### config.mk
export PLATFORM = sky130hd
export DESIGN_NAME = dct8_fwd_row
export DESIGN_NICKNAME = d
export VERILOG_FILES = /design/src/rtl/dct8_pkg.sv /design/src/rtl/dct8_coef_mac.sv /design/src/rtl/dct8_fwd_row.sv
export SDC_FILE = /design/constraint.sdc
export NUM_CORES = 2
export LEC_CHECK = 0
export CAP_MARGIN = 25
export CORE_UTILIZATION = 60
export DETAILED_ROUTE_END_ITERATION = 12
export GPL_TIMING_DRIVEN = 0
export PLACE_DENSITY = 0.8
export SYNTH_ARGS = -nofsm -noshare
export SYNTH_HDL_FRONTEND = slang
export SYNTH_SLANG_ARGS = --single-unit
### constraint.sdc
create_clock -name clk -period 11.6 [get_ports clk]
set_input_delay 2.32 -clock clk [delete_from_list [all_inputs] [get_ports clk]]
set_output_delay 2.32 -clock clk [all_outputs]
set_load 0.01 [all_outputs]
### src/rtl/dct8_pkg.sv
// dct8_pkg -- shared definitions for the forward 8-point row DCT.
//
// Holds the datapath widths, the HEVC 8x8 integer transform matrix and
// the controller state encoding used by dct8_fwd_row and dct8_coef_mac.
package dct8_pkg;

    localparam int DATA_W = 25;  // sample / coefficient width (signed)
    localparam int ACC_W  = 36;  // accumulator width (signed)
    localparam int COEF_W = 8;   // matrix entry width (signed)
    localparam int N      = 8;   // transform length
    localparam int IDX_W  = 3;   // width of sample / coefficient index

    localparam logic [IDX_W-1:0] LAST_IDX = '1;

    typedef enum logic [1:0] {
        ST_COLLECT,
        ST_CALC,
        ST_EMIT
    } state_t;

    // COEF[k][n]: HEVC forward matrix, row k = output coefficient index.
    localparam logic signed [COEF_W-1:0] COEF [0:N-1][0:N-1] = '{
        '{ 8'sd64,  8'sd64,  8'sd64,  8'sd64,  8'sd64,  8'sd64,  8'sd64,  8'sd64},
        '{ 8'sd89,  8'sd75,  8'sd50,  8'sd18, -8'sd18, -8'sd50, -8'sd75, -8'sd89},
        '{ 8'sd83,  8'sd36, -8'sd36, -8'sd83, -8'sd83, -8'sd36,  8'sd36,  8'sd83},
        '{ 8'sd75, -8'sd18, -8'sd89, -8'sd50,  8'sd50,  8'sd89,  8'sd18, -8'sd75},
        '{ 8'sd64, -8'sd64, -8'sd64,  8'sd64,  8'sd64, -8'sd64, -8'sd64,  8'sd64},
        '{ 8'sd50, -8'sd89,  8'sd18,  8'sd75, -8'sd75, -8'sd18,  8'sd89, -8'sd50},
        '{ 8'sd36, -8'sd83,  8'sd83, -8'sd36, -8'sd36,  8'sd83, -8'sd83,  8'sd36},
        '{ 8'sd18, -8'sd50,  8'sd75, -8'sd89,  8'sd89, -8'sd75,  8'sd50, -8'sd18}
    };

endpackage

### src/rtl/dct8_coef_mac.sv
// dct8_coef_mac -- combinational computation of one DCT coefficient.
//
//   coef = (sum_n COEF[k][n] * x[n] + add) >>> shift, truncated to DATA_W.
//
// Ports:
//   x[0..7]  in   DATA_W signed  buffered spatial samples
//   k        in   IDX_W          coefficient index
//   add      in   DATA_W signed  rounding offset
//   shift    in   4              arithmetic right-shift amount
//   coef     out  DATA_W signed  resulting coefficient
//
// Build option: DCT8_PARTIAL_BUTTERFLY_EN selects the even/odd
// decomposition (4 multiplies); otherwise a direct 8-tap dot product is
// used. Both forms are exact in ACC_W bits, so results are bit-identical.
module dct8_coef_mac
    import dct8_pkg::*;
(
    input  logic signed [DATA_W-1:0] x [N],
    input  logic        [IDX_W-1:0]  k,
    input  logic signed [DATA_W-1:0] add,
    input  logic        [3:0]        shift,
    output logic signed [DATA_W-1:0] coef
);

    logic signed [ACC_W-1:0] acc;

`ifdef DCT8_PARTIAL_BUTTERFLY_EN
    logic signed [ACC_W-1:0] e [N/2];
    logic signed [ACC_W-1:0] o [N/2];

    // Even rows of the matrix are symmetric and odd rows antisymmetric,
    // so only the first half of each row is needed.
    always_comb begin
        acc = ACC_W'(add);
        for (int n = 0; n < N/2; n++) begin
            e[n] = ACC_W'(x[n]) + ACC_W'(x[N-1-n]);
            o[n] = ACC_W'(x[n]) - ACC_W'(x[N-1-n]);
            acc  = acc + ACC_W'(COEF[k][n]) * (k[0] ? o[n] : e[n]);
        end
    end
`else
    // NOTE: blocking '=' is correct here: acc is a combinational running
    // sum, each loop step must see the previous step's value.
    always_comb begin
        acc = ACC_W'(add);
        for (int n = 0; n < N; n++) begin
            acc = acc + ACC_W'(COEF[k][n]) * ACC_W'(x[n]);
        end
    end
`endif

    // Arithmetic shift keeps the sign; the result wraps, no saturation.
    assign coef = DATA_W'(acc >>> shift);

endmodule

### src/rtl/dct8_fwd_row.sv
// dct8_fwd_row -- forward 8-point integer DCT (HEVC matrix), one row.
//
// Collects 8 samples through a valid/ready input, then emits X[0..7] one
// per two cycles through a valid/ready output (CALC registers X[k], EMIT
// holds it until accepted).
//
// Ports:
//   clk        in   1              rising-edge clock
//   reset      in   1              asynchronous reset, active low
//   in_data    in   DATA_W signed  spatial sample
//   in_valid   in   1              in_data valid
//   in_ready   out  1              sample accepted this cycle
//   add        in   DATA_W signed  rounding offset, sampled in CALC
//   shift      in   4              right-shift amount, sampled in CALC
//   out_data   out  DATA_W signed  transform coefficient
//   out_idx    out  IDX_W          coefficient index k
//   out_valid  out  1              out_data/out_idx valid
//   out_ready  in   1              downstream accepts coefficient
//
// Build option: DCT8_PARTIAL_BUTTERFLY_EN (see dct8_coef_mac).
module dct8_fwd_row
    import dct8_pkg::*;
(
    input  logic                     clk,
    input  logic                     reset,
    input  logic signed [DATA_W-1:0] in_data,
    input  logic                     in_valid,
    output logic                     in_ready,
    input  logic signed [DATA_W-1:0] add,
    input  logic        [3:0]        shift,
    output logic signed [DATA_W-1:0] out_data,
    output logic        [IDX_W-1:0]  out_idx,
    output logic                     out_valid,
    input  logic                     out_ready
);

    state_t                   state;
    state_t                   next_state;
    logic signed [DATA_W-1:0] x [N];
    logic        [IDX_W-1:0]  cnt;
    logic        [IDX_W-1:0]  k;
    logic signed [DATA_W-1:0] mac_out;
    logic                     accept;
    logic                     emit_done;

    assign accept    = in_valid && in_ready;
    assign emit_done = out_valid && out_ready;

    dct8_coef_mac u_mac (
        .x     (x),
        .k     (k),
        .add   (add),
        .shift (shift),
        .coef  (mac_out)
    );

    // NOTE: state registers use non-blocking '<=' so every flop samples
    // the pre-edge values, independent of process ordering.
    always_ff @(posedge clk or negedge reset) begin
        if (!reset) begin
            state <= ST_COLLECT;
        end else begin
            state <= next_state;
        end
    end

    // NOTE: every output of this block gets a default before the case, so
    // no path leaves a signal unassigned and no latch is inferred.
    always_comb begin
        next_state = state;
        in_ready   = 1'b0;
        out_valid  = 1'b0;
        unique case (state)
            ST_COLLECT: begin
                in_ready = 1'b1;
                if (accept && cnt == LAST_IDX) begin
                    next_state = ST_CALC;
                end
            end
            ST_CALC: begin
                next_state = ST_EMIT;
            end
            ST_EMIT: begin
                out_valid = 1'b1;
                if (emit_done) begin
                    next_state = (k == LAST_IDX) ? ST_COLLECT : ST_CALC;
                end
            end
            default: begin
                next_state = ST_COLLECT;
            end
        endcase
    end

    // NOTE: the sample buffer is cleared by reset on purpose, so a block
    // aborted by reset can never leak stale samples into later results.
    always_ff @(posedge clk or negedge reset) begin
        if (!reset) begin
            for (int i = 0; i < N; i++) begin
                x[i] <= '0;
            end
            cnt      <= '0;
            k        <= '0;
            out_data <= '0;
            out_idx  <= '0;
        end else begin
            unique case (state)
                ST_COLLECT: begin
                    if (accept) begin
                        x[cnt] <= in_data;
                        cnt    <= cnt + 1'b1;
                        if (cnt == LAST_IDX) begin
                            k <= '0;
                        end
                    end
                end
                ST_CALC: begin
                    out_data <= mac_out;
                    out_idx  <= k;
                end
                ST_EMIT: begin
                    if (emit_done) begin
                        if (k == LAST_IDX) begin
                            cnt <= '0;
                        end else begin
                            k <= k + 1'b1;
                        end
                    end
                end
                default: begin
                    cnt <= '0;
                end
            endcase
        end
    end

endmodule
## Word level (Yosys, flattened, before mapping)

Memory sizes are Yosys's and may differ from the RTL's.
Cells that the tools add are included.

| storage, ports and cells | value |
|---|---|
| bits in registers | 236 |
| memory bits (read-only) | 512 |
| input bits | 58 |
| output and inout bits | 30 |
| word-level logic and storage cells | 79 |
| memories kept | 1 |

Memory list:

| name | words | bits a word | rd ports | clocked after Yosys merged registers in | wr ports | line | RTL |
|---|---|---|---|---|---|---|---|
| (name not given) | 8 | 64 | 1 | 0 | 0 | dct8_coef_mac.sv:47 | `acc = acc + ACC_W'(COEF[k][n]) * ACC_W'(x[n]);` |

| cells by class | value |
|---|---|
| add/subtract/negate cells | 10 |
| $mul | 8 |
| magnitude comparators | 3 |
| equal/unequal tests | 10 |
| shift operators | 1 |
| mux-type cells | 20 |
| bitwise gates (word level) | 3 |
| reduce and logical (&&, ||, !) cells | 10 |

Operators with widths:

| operator | number |
|---|---|
| 8-bit by 25-bit multiplier with 33-bit output | 8 |
| 36-bit adder | 7 |
| 200-bit bitwise mux | 1 |
| 64-bit two-way mux | 2 |
| 25-bit demux with 3-bit select | 1 |
| 36-bit by 4-bit >>> shifter with 25-bit output | 1 |
| 25-bit by 33-bit adder with 34-bit output | 1 |
| 25-bit two-way mux | 1 |
| 3-bit two-way mux | 7 |
| 2-bit inequality test (second input constant) | 6 |
| 3-bit one-hot mux with 3 select lines | 1 |
| 4-bit greater-or-equal comparator (second input constant) | 2 |
| 3-bit inverter with 4-bit output | 2 |
| 3-bit by 1-bit adder with 3-bit output (second input constant) | 2 |
| 3-bit equality test (second input constant) | 2 |
| 2-bit one-hot mux with 3 select lines | 1 |
| 3-bit one-hot mux with 2 select lines | 1 |
| 5-bit AND reduction | 1 |
| 1-bit logical AND | 4 |
| 4-bit by 1-bit less-than comparator with 1-bit output (second input constant) | 1 |
| 2-bit two-way mux | 2 |
| 2-bit AND reduction | 2 |
| 4-bit AND reduction | 1 |
| 1-bit two-way mux | 3 |
| other kinds (5) | 5 |

## Depth between registers and ports, before layout

| depth | value |
|---|---|
| depth in word-level cells | 14 |
| depth in mapped cells | 49 |
| gate-level depth less buffers | 44 |

## Hierarchy

From an unflattened synthesis, not the netlist that was laid out.

| second synthesis, totals | value |
|---|---|
| cells, all modules | 5,603 |
| area, all modules | 62,298.5 um2 |

Modules (own cells, without submodules):

| module | instances | cells an instance | area an instance (um2) | seq. area each (um2) |
|---|---|---|---|---|
| dct8_coef_mac | 1 | 5,080 | 53,336.2 | 0.0 |
| dct8_fwd_row | 1 | 523 | 8,962.3 | 5,905.7 |

## Worst setup path before layout

Ideal clock, no wire load.

| timing path | value |
|---|---|
| path kind | register to register |
| start point | register k[1] |
| end point | register out_data[23] |
| arrival | 11.458 ns |
| required time | 11.513 ns |
| slack | 0.055 ns |
| stages on the path, launching flop included | 48 |
| buffers on the path | 5 |
| path through | dfrtp_1 -> clkbuf_1 -> inv_1 -> clkbuf_1 -> ha_1 -> clkinv_1 -> nor2_1 -> or2_2 -> clkbuf_1 -> clkbuf_1 -> nand2_1 -> fa_1 -> fa_1 -> inv_1 -> fa_1 -> inv_1 -> fa_1 -> inv_1 -> [12 not listed] -> fa_1 -> fa_1 -> fa_1 -> fa_1 -> inv_1 -> ha_1 -> clkbuf_1 -> nand2_1 -> nor2_1 -> nand3_1 -> a211oi_1 -> nor3b_1 -> xor2_1 -> nor2_1 -> a21oi_1 -> mux4_2 -> a211o_1 -> a22oi_1 |

| on the way | value |
|---|---|
| cells in the longest elaborated chain, start to end | 14 |
| elaborated cells between the ends (all ways) | 21 |

RTL lines:

| item | line | RTL |
|---|---|---|
| start: declaration | dct8_fwd_row.sv:41 | `logic [IDX_W-1:0] k;` |
| start signal: assignment | dct8_fwd_row.sv:126 | `k <= k + 1'b1;` |
| 3-bit inverter with 4-bit output (implied by the code) * | dct8_coef_mac.sv:47 |  |
| memory read 8 x 64 bit * | -- |  |
| 64-bit two-way mux (implied by the code) * (2 in a row) | dct8_coef_mac.sv:47 |  |
| 8-bit by 25-bit multiplier with 33-bit output | dct8_coef_mac.sv:47 |  |
| 25-bit by 33-bit adder with 34-bit output | dct8_coef_mac.sv:47 |  |
| 36-bit adder (6 in a row) | dct8_coef_mac.sv:47 |  |
| 36-bit adder * | dct8_coef_mac.sv:47 |  |
| 36-bit by 4-bit >>> shifter with 25-bit output * | dct8_coef_mac.sv:53 | `assign coef = DATA_W'(acc >>> shift);` |
| end signal: assignment | dct8_fwd_row.sv:118 | `out_data <= mac_out;` |
| end: declaration | dct8_fwd_row.sv:31 | `output logic signed [DATA_W-1:0] out_data,` |

Mark *: on every way between the ends. The rest lies on a longest branch, timed or not. The select of a mux whose other input is x is not followed.
A chain may end at the register's enable or synchronous reset.

## Worst setup path after layout

Ends and elaborated chain as after synthesis.

==> flow_summary.json <==
{
  "gp_congestion": 1.03,
  "hpwl_um": 188000,
  "wl_um": 232000,
  "critPathArrivalTime_ps": 12130,
  "core_region_area_um2": 115000,
  "synth_compound_area_frac": 0.0655,
  "syn_inst": 7412,
  "nNetsFinal": 9744,
  "report.final.slew_viol_count": 0,
  "root_buffer": "clkbuf_16",
  "port_buffers": 85,
  "rows": 124,
  "vias": 55200,
  "yosys.area.top_type": "fa_1",
  "ys_async_sr_fraction": 1.00,
  "numCtsBuffers": 38,
  "fin_tns_setup_ps": -23.6,
  "worstReg2RegEnd": "out_data[23]$_DFFE_PN0P_",
  "die_w_um": 342,
  "wl_met2_um": 96800,
  "muxShareOfSynthArea": 0.0421,
  "antenna_found_initial": 15,
  "placed_cells": 9043,
  "critical_path.max_fanout": 10,
  "start_util": 0.606,
  "postLayoutCellArea_um2": 77700,
  "final_util": 0.678,
  "cp-start-kind": "flip-flop",
  "cts_hold_buf": 0,
  "clkLatencyLatePin_ps": 640,
  "r2r_start": "k[1]$_DFFE_PN0P_",
  "htreeDepth": 2,
  "status": "finished with violations",
  "synth.avg_cell_area_um2": 9.37,
  "crit_end": "out_data[23]$_DFFE_PN0P_",
  "routed.top_layer": "met5",
  "synthXorXnorAreaFrac": 0.0359,
  "place_area_um2": 72700,
  "final_cells": 9223,
  "synth_top_family_by_area": "adder cells",
  "critPathKind": "reg2reg",
  "regArea_um2": 5910,
  "grt_start_max_net_pins": 93,
  "cp_common_cell": "fa_1",
  "violations": "DRC, setup timing",
  "first_pass_iters": 12,
  "rr_worst_depth": 47,
  "min_path_type": "reg2reg",
  "worst_ep_required_time_ps": 12110,
  "grt_pass1_vias": 56800,
  "io_pins": 88,
  "fin_crit_sh": 1.00,
  "yosysWarnings": 0,
  "yosys.area_share.simple": 0.156,
  "die_h_um": 342,
  "clock_skew_ps": 47.5,
  "grt_pass1_wl_um": 344000,
  "ys_seq_area_frac": 0.0851,
  "setup.worst_path.start": "k[1]$_DFFE_PN0P_",
  "relSlewSlack": 0.236,
  "synthTopCellsByArea": "fa_1 41%, ha_1 10%, dfrtp_1 8.5%",
  "fin_ws_ps": -23.6,
  "cts_buffer_depth": 3,
  "ys_ff_latch": 236,
  "ant_nets": 0,
  "drv_cap": 0,
  "crit_path_max_incr_delay_ps": 580,
  "clock_sinks": 236,
  "fillers": 8688,
  "yosys-top-cells-count": "1510 x inv_1, 1432 x fa_1, 686 x nand2_1",
  "final_hold_viol_count": 0,
  "cp-end-kind": "flip-flop",
  "setup_violations": 1,
  "cpMaxStageDelayCell": "fa_1",
  "synth-edff-count": 0,
  "gr-total-overflow": 0,
  "avgViaCountPerCell": 5.99,
  "track_usage": 0.402,
  "clock.fmax_mhz": 86.0,
  "post-route-min-period_ps": 11620,
  "met3WireLength_um": 27800,
  "die_area_um2": 117000,
  "drive_above_1_share": 0.115,
  "yosys.area_share.adder": 0.518,
  "yosysMostFrequentCell": "inv_1",
  "drt_iter0_drc": 5906,
  "rrSetupSlack_ps": -20,
  "cts_tree": "yes",
  "clk_pin_slew_ps": 60,
  "ys.flop_type": "dfrtp_1",
  "synth_cell_type_count": 82,
  "multiInputGateArea_um2": 58600,
  "synth_fp_nets": 9484,
  "syn_area_um2": 69400,
  "drt-wirelength-per-cell_um": 25.1,
  "rsz0062_at_grt": "yes",
  "met1_length_um": 83900,
  "synth_top_area_frac": 0.413,
  "tightest_slew_ps": 1150,
  "drc": 8,
  "area_delta_synth_final_pct": 11.8
}
routing by layer:
layer,vias up,track usage
li1,23300,-
met1,27900,0.516
met2,3299,0.576
met3,746,0.113
met4,6,0.307
met5,-,0
cell usage in the layout, fill, tap and decap left out, types with 18 or more instances in the layout:
cell type,Yosys,routed
inv_1,1510,1496
xnor2_2,0,21
a21oi_1,224,175
a21o_1,94,92
and2_1,505,503
nor3_1,39,33
buf_4,0,115
or3_1,19,18
a211oi_1,27,20
dfrtp_1,236,233
o21ai_1,21,27
ha_1,582,553
nand2b_1,115,114
mux2_2,210,209
clkdlybuf4s50_1,0,84
ha_4,0,21
nand2_1,686,678
o21ai_0,122,101
o21bai_1,26,26
nand3_1,48,46
clkbuf_2,0,55
clkbuf_16,0,49
fa_1,1432,1424
clkbuf_8,0,20
buf_8,0,28
buf_1,68,65
xnor2_1,158,135
a21oi_2,2,43
clkbuf_1,224,95
nor2b_1,191,185
xor2_1,127,100
o21a_1,25,24
mux2i_1,40,37
or2_2,48,45
xor2_2,0,22
nor2_1,220,205
and3_1,196,196
clkbuf_4,0,21
logic make-up (layout without fill, tap and decap cells):
family	after synthesis	after routing
buffers and inverters	1807	2096
adders and majority gates	2014	2014
and+or+nand+nor	2105	2105
muxes	257	257
AOI/OAI and AO/OA	708	708
DFF	236	236
other	0	10
xor gates and xnor gates	285	285
repair_timing:
item / in CTS / in global routing
buffers inserted: 50 / 62
pin swaps: 87 / 143
setup endpoints to repair: 25 / 19
resized for setup: 408 / 297
critical path, delay by kind of cell, from the launching register on:
family	cells	cell delay (ps)
buf+inv	15	2270
fa+ha+maj	10	4500
simple gates	9	1240
flops	1	410
xor+xnor	2	480
compound gates	11	2560
cell type report:
class	count	share of cell area
multi-input cells	5369	0.755
flip-flops and latches	236	0.0761
inverters	1513	0.0735
repair buffers	231	0.0299
well taps	1512	0.0244
plain buffers	283	0.0221
clock buffers	50	0.0141
clock inverters	19	0.00454
diodes	10	0.000322
worst min path at each step:
| stage | endpoint | slack [ps] | cells past startpoint | startpoint |
|---|---|---|---|---|
| floorplan | cnt[0]$_DFFE_PN0P_ | 490 | 1 | cnt[0]$_DFFE_PN0P_ |
| global placement | out_data[12]$_DFFE_PN0P_ | 460 | 2 | out_data[12]$_DFFE_PN0P_ |
| detailed placement | out_data[12]$_DFFE_PN0P_ | 460 | 2 | out_data[12]$_DFFE_PN0P_ |
| CTS | out_data[12]$_DFFE_PN0P_ | 480 | 2 | out_data[12]$_DFFE_PN0P_ |
| global route | out_data[7]$_DFFE_PN0P_ | 490 | 1 | out_data[7]$_DFFE_PN0P_ |
| finish | out_data[7]$_DFFE_PN0P_ | 470 | 1 | out_data[7]$_DFFE_PN0P_ |
through the flow:
| stage | worst slack (ps) | hold slack, ps |
|---|---|---|
| finish | -23.6 | 474 |
| global placement | -6400 | 456 |
| global route | -203 | 489 |
| detailed placement | -4210 | 459 |
| floorplan | 55.3 | 493 |
| CTS | 0.681 | 475 |
flip-flops by register name, summed over array words and instances (netlist names):
name      count
out_data     25
state         2
out_idx       3
x           200
k             3
cnt           3
Power is not shown: default switching activity piles up to over one toggle a cycle in this logic, so the estimate is an artifact.
